`config.mk`:
```
export PLATFORM = sky130hd
export DESIGN_NAME = pc_unit
export DESIGN_NICKNAME = d
export VERILOG_FILES = /design/src/rtl/pc_unit.sv
export SDC_FILE = /design/constraint.sdc
export NUM_CORES = 1
export LEC_CHECK = 0
export ABC_AREA = 1
export ABC_CLOCK_PERIOD_IN_PS = 3500
export CORE_MARGIN = 3
export CORE_UTILIZATION = 41
export CTS_CLUSTER_DIAMETER = 80
export DETAILED_ROUTE_END_ITERATION = 6
export GPL_ROUTABILITY_DRIVEN = 0
export GPL_TIMING_DRIVEN = 0
export PLACE_DENSITY = 0.78
export RECOVER_POWER = 100
export SYNTH_ARGS = -nofsm -noshare
export SYNTH_HDL_FRONTEND = slang
export SYNTH_SLANG_ARGS = --single-unit
```
`constraint.sdc`:
```
create_clock -name clock -period 3.5 [get_ports clock]
set_input_delay 0.35 -clock clock [delete_from_list [all_inputs] [get_ports clock]]
set_output_delay 0.35 -clock clock [all_outputs]
set_load 0.05 [all_outputs]
```
`src/rtl/pc_unit.sv`:
```
// pc_unit: program-counter unit with sequential, beq/bne, j/jal and jr/jalr
// next-PC sources, link capture, misaligned-target trap with EPC, and a
// retired-update counter.
// Optional feature macro: PC_RAS_EN adds a RAS_DEPTH-entry return-address
// stack (informational only). Without it ras_top/ras_valid read as zero.
module pc_unit #(
  parameter int                ADDR_W    = 32,
  parameter logic [ADDR_W-1:0] RESET_VEC = '0,
  parameter logic [ADDR_W-1:0] EXC_VEC   = ADDR_W'(32'h0000_0180),
  parameter int                INC       = 4,
  parameter int                RAS_DEPTH = 4
) (
  input  logic              clock,
  input  logic              reset,
  input  logic              en,
  input  logic              branch,
  input  logic              branch_ne,
  input  logic              zero,
  input  logic [ADDR_W-1:0] branch_target,
  input  logic              jump,
  input  logic              link,
  input  logic [ADDR_W-1:0] jump_target,
  input  logic              jr,
  input  logic [ADDR_W-1:0] jr_target,
  output logic [ADDR_W-1:0] pc,
  output logic [ADDR_W-1:0] pc_plus_inc,
  output logic [ADDR_W-1:0] link_addr,
  output logic              redirect,
  output logic              misalign,
  output logic [ADDR_W-1:0] epc,
  output logic [31:0]       retired,
  output logic [ADDR_W-1:0] ras_top,
  output logic              ras_valid
);

  // INC is a power of two, so INC-1 masks exactly the low log2(INC) bits.
  localparam logic [ADDR_W-1:0] ALIGN_MASK = ADDR_W'(INC - 1);

  logic [ADDR_W-1:0] pc_q, pc_d;
  logic [ADDR_W-1:0] link_addr_q, link_addr_d;
  logic              redirect_q, redirect_d;
  logic              misalign_q, misalign_d;
  logic [ADDR_W-1:0] epc_q, epc_d;
  logic [31:0]       retired_q, retired_d;

  logic [ADDR_W-1:0] target_sel;
  logic              non_seq;
  logic              target_bad;

  assign pc_plus_inc = pc_q + ADDR_W'(INC);

  // Pick the non-sequential target by strict priority jr > jump > taken branch.
  always_comb begin
    target_sel = '0;
    non_seq    = 1'b0;
    if (jr) begin
      target_sel = jr_target;
      non_seq    = 1'b1;
    end else if (jump) begin
      target_sel = jump_target;
      non_seq    = 1'b1;
    end else if (branch && (branch_ne ? !zero : zero)) begin
      target_sel = branch_target;
      non_seq    = 1'b1;
    end
    target_bad = non_seq && ((target_sel & ALIGN_MASK) != '0);
  end

  // Next-state for PC, link, redirect, trap bookkeeping and retired count.
  always_comb begin
    pc_d        = pc_q;
    link_addr_d = link_addr_q;
    redirect_d  = redirect_q;
    misalign_d  = misalign_q;
    epc_d       = epc_q;
    retired_d   = retired_q;
    if (en) begin
      retired_d  = retired_q + 32'd1;
      redirect_d = non_seq;
      if (target_bad) begin
        pc_d = EXC_VEC;
        if (!misalign_q) begin
          epc_d      = target_sel;
          misalign_d = 1'b1;
        end
      end else if (non_seq) begin
        pc_d = target_sel;
      end else begin
        pc_d = pc_plus_inc;
      end
      if (link) begin
        link_addr_d = pc_plus_inc;
      end
    end
  end

  // Architectural state registers, cleared asynchronously.
  always_ff @(posedge clock or posedge reset) begin
    if (reset) begin
      pc_q        <= RESET_VEC;
      link_addr_q <= '0;
      redirect_q  <= 1'b0;
      misalign_q  <= 1'b0;
      epc_q       <= '0;
      retired_q   <= '0;
    end else begin
      pc_q        <= pc_d;
      link_addr_q <= link_addr_d;
      redirect_q  <= redirect_d;
      misalign_q  <= misalign_d;
      epc_q       <= epc_d;
      retired_q   <= retired_d;
    end
  end

  assign pc        = pc_q;
  assign link_addr = link_addr_q;
  assign redirect  = redirect_q;
  assign misalign  = misalign_q;
  assign epc       = epc_q;
  assign retired   = retired_q;

`ifdef PC_RAS_EN
  localparam int PTR_W = (RAS_DEPTH > 1) ? $clog2(RAS_DEPTH) : 1;
  localparam int CNT_W = $clog2(RAS_DEPTH + 1);
  localparam logic [PTR_W-1:0] LAST_IDX = PTR_W'(RAS_DEPTH - 1);
  localparam logic [CNT_W-1:0] FULL_CNT = CNT_W'(RAS_DEPTH);

  logic [ADDR_W-1:0] ras_mem_q [RAS_DEPTH];
  logic [ADDR_W-1:0] ras_mem_d [RAS_DEPTH];
  logic [PTR_W-1:0]  ras_idx_q, ras_idx_d;
  logic [CNT_W-1:0]  ras_cnt_q, ras_cnt_d;

  // Circular stack: pop first, then push, so jalr replaces the top in place
  // and a push when full silently overwrites the oldest slot.
  always_comb begin
    ras_mem_d = ras_mem_q;
    ras_idx_d = ras_idx_q;
    ras_cnt_d = ras_cnt_q;
    if (en) begin
      if (jr && (ras_cnt_q != '0)) begin
        ras_idx_d = (ras_idx_q == '0) ? LAST_IDX : ras_idx_q - PTR_W'(1);
        ras_cnt_d = ras_cnt_q - CNT_W'(1);
      end
      if (link) begin
        ras_idx_d = (ras_idx_d == LAST_IDX) ? '0 : ras_idx_d + PTR_W'(1);
        ras_mem_d[ras_idx_d] = pc_plus_inc;
        if (ras_cnt_d != FULL_CNT) begin
          ras_cnt_d = ras_cnt_d + CNT_W'(1);
        end
      end
    end
  end

  // Stack storage and pointers, emptied on reset.
  always_ff @(posedge clock or posedge reset) begin
    if (reset) begin
      for (int i = 0; i < RAS_DEPTH; i++) begin
        ras_mem_q[i] <= '0;
      end
      ras_idx_q <= LAST_IDX;
      ras_cnt_q <= '0;
    end else begin
      ras_mem_q <= ras_mem_d;
      ras_idx_q <= ras_idx_d;
      ras_cnt_q <= ras_cnt_d;
    end
  end

  assign ras_valid = (ras_cnt_q != '0);
  assign ras_top   = ras_valid ? ras_mem_q[ras_idx_q] : '0;
`else
  assign ras_top   = '0;
  assign ras_valid = 1'b0;
`endif

endmodule

```
==> results.json <==
{
  "netlist_area_sq_mm": 0.00797,
  "cts_resized": 0,
  "min_period_over_period": 0.967,
  "p_leak_nw": 5.61,
  "post_cts_hold_buffer_count": 0,
  "wirelength_mm": 28.7,
  "synth_area_leader_cell": "dfrtp_1",
  "dp_hpwl_mm": 22.4,
  "hold_viol": 0,
  "numClockSinks": 130,
  "rows": 50,
  "outcome": "finished with violations",
  "internal_power_mw": 3.46,
  "root_buffer": "clkbuf_16",
  "worstPathArrival_ns": 3.04,
  "drt_iter0_drc": 594,
  "die_area_sq_mm": 0.0211,
  "io_pins": 300,
  "synthCells": 1063,
  "yosys-top-cells-area": "dfrtp_1 (41%), nand2_1 (18%), nor2_1 (4.5%), o21ai_2 (3.7%), buf_4 (3.7%)",
  "power.switching_mw": 2.22,
  "cp-end-kind": "output port",
  "fill_cells": 1732,
  "ff_latch_area_sq_mm": 0.00325,
  "die_w_um": 145,
  "synth_cell_types": 36,
  "dr.pass1.iters": 5,
  "postCtsSetupBuffers": 0,
  "grt_pass1_wl_mm": 43.8,
  "final_cell_count_no_fill": 1652,
  "tightest_slew_ns": 1.74,
  "synth_seq_area_share": 0.408,
  "setup_tns_ns": 0,
  "wl_per_cell_um": 17.4,
  "min_path_type": "input port to flip-flop",
  "power_frac_seq": 0.330,
  "fin_skew_ns": 0.0124,
  "synth_edf_count": 0,
  "cts_max_level": 4,
  "required_ns": 3.15,
  "hp-start": "en",
  "grt_max_degree": 37,
  "clockBufferDepth": 2,
  "max_cap_violations": 3,
  "failed_checks": "max-capacitance violations, max-slew violations",
  "antenna_found_initial": 0,
  "gr-total-overflow": 0,
  "startpoint_type": "flip-flop",
  "worstPathMaxFanout": 7,
  "period_minus_slack_ns": 3.39,
  "fin_nets": 1487,
  "crit_type": "flip-flop to output port",
  "core_sq_mm": 0.0189,
  "drive_gt1_frac": 0.0971,
  "synthTopCellsByCount": "nand2_1 (377), dfrtp_1 (130), nor2_1 (96), inv_1 (54), a21oi_1 (47)",
  "viasPerCell": 4.98,
  "clock_power_share": 0.313,
  "pwr-share-comb": 0.357,
  "synthDominantCellAreaShare": 0.408,
  "yosys_warnings": 0,
  "synth_ff_type": "dfrtp_1",
  "die_h_um": 145,
  "startpoint": "pc[2]",
  "dpl.cell_count": 1621,
  "drv_slew": 105,
  "avgSynthCellArea_sq_um": 7.50,
  "antenna_left": 0,
  "cts_made_buffers": 17,
  "setup_viol": 0,
  "portBuffers": 263,
  "relSlewSlack": -0.158,
  "start_util": 0.422,
  "cts_tree": "yes",
  "vias": 8226,
  "r2r_start": "pc[2]",
  "syn2layout_area_growth_pct": 43.2,
  "grt_pass1_vias": 7925,
  "insertion_delay_ns": 0.42,
  "path_clk_slew_ns": 0.06,
  "multiInputGateArea_sq_mm": 0.00389,
  "swShare": 0.391,
  "vdd_drop_max_mv": 0.469,
  "fmax_mhz": 295,
  "ys_async_sr_fraction": 1.00,
  "grtUsageTotal": 0.263,
  "synth_most_common_cell": "nand2_1",
  "route.detailed.drc": 0,
  "synth-seq-cells": 130,
  "rsz0062_at_grt": "false",
  "p_per_area_mw_per_mm2": 497
}
[state kept, by name (all words and copies together) (netlist names)]
| signal | flops |
|---|---|
| link_addr | 32 |
| redirect | 1 |
| misalign | 1 |
| pc | 32 |
| epc | 32 |
| retired | 32 |
[metrics by stage]
stage / instance area (sq um) / worst slack (ns) / total power [mW] / hold slack [ns] / util
4_1_cts: 11700 / 0.284 / 5.85 / 0.306 / 0.619
2_1_floorplan: 8090 / 0.992 / 3.26 / 0.564 / -
5_1_grt: 11400 / 0.0625 / 5.90 / 0.307 / 0.604
6_report: 11400 / 0.114 / 5.67 / 0.310 / 0.604
3_5_place_dp: 11100 / 0.743 / 4.07 / 0.465 / 0.588
3_3_place_gp: 11100 / 0.295 / 4.03 / 0.462 / 0.585
[cells in the final DEF, fill, tap and decap left out, drive strengths merged]
cell / netlist / layout
nand2: 389 / 389
dlygate4sd3: 0 / 161
dfrtp: 130 / 130
nor2: 107 / 107
clkdlybuf4s50: 0 / 102
o21ai: 77 / 77
inv: 61 / 60
buf: 58 / 50
clkbuf: 17 / 50
a21oi: 48 / 48
nand3: 45 / 45
conb: 1 / 33
or2: 31 / 31
nand3b: 22 / 22
a31oi: 17 / 17
xnor2: 17 / 17
xor2: 16 / 16
nand4: 12 / 12
nor3: 10 / 10
bufinv: 0 / 3
clkinv: 0 / 3
o21bai: 2 / 2
ha: 2 / 2
dlymetal6s4s: 0 / 2
diode: 0 / 1
and2: 1 / 1
clkinvlp: 0 / 1
[metal layers]
metal / wire length [um] / track usage / up-vias
met5: 0 / 0 / -
met4: 774 / 0.0897 / 0
met3: 2530 / 0.0763 / 44
met2: 13600 / 0.426 / 390
met1: 11800 / 0.339 / 3814
li1: - / - / 3978
[kinds of logic after synthesis]
family / after synthesis / share of synthesized area
fa+ha+maj: 2 / 0.00314
other cells: 1 / 0.000471
buf+inv: 136 / 0.0947
compound gates: 144 / 0.111
simple gates: 617 / 0.341
flops: 130 / 0.408
xor+xnor: 33 / 0.0410
[power by group through the flow]
stage	clock network, mW	registers (mW)	logic, mW
detailed placement	0	1.90	2.17
finish	1.77	1.87	2.03
global route	1.87	1.90	2.13
CTS	1.79	1.88	2.18
global placement	0	1.89	2.14
floorplan	0	2.56	0.705
[worst paths after layout]
path / to / slack [ns] / cells after the start
setup / recovery: pc_plus_inc[13] / 0.11 / 5
hold / removal: retired[13] / 0.31 / 3
setup reg to reg: pc[6] / 1.50 / 8
hold reg to reg: link_addr[12] / 0.47 / 2
max in group asynchronous: epc[29] / 0.64 / 3
min in group asynchronous: pc[27] / 0.68 / 2
[area by class of cell]
| class | count | share of cell area |
|---|---|---|
| flip-flops and latches | 130 | 0.285 |
| multi-input cells | 829 | 0.341 |
| clock inverters | 6 | 0.00921 |
| inverters | 61 | 0.0202 |
| plain buffers | 75 | 0.0417 |
| diodes | 1 | 0.000219 |
| repair buffers | 266 | 0.233 |
| well taps | 260 | 0.0285 |
| clock buffers | 24 | 0.0413 |
[worst max-delay path, stage by stage, from the launching register on]
cell and delay [ns]:
dfrtp_1 0.53, inv_1 0.18, nor2_4 0.23, nand3_1 0.16, xnor2_1 0.54, dlygate4sd3_1 0.96
No activity file was read; power rests on OpenSTA's default activity.
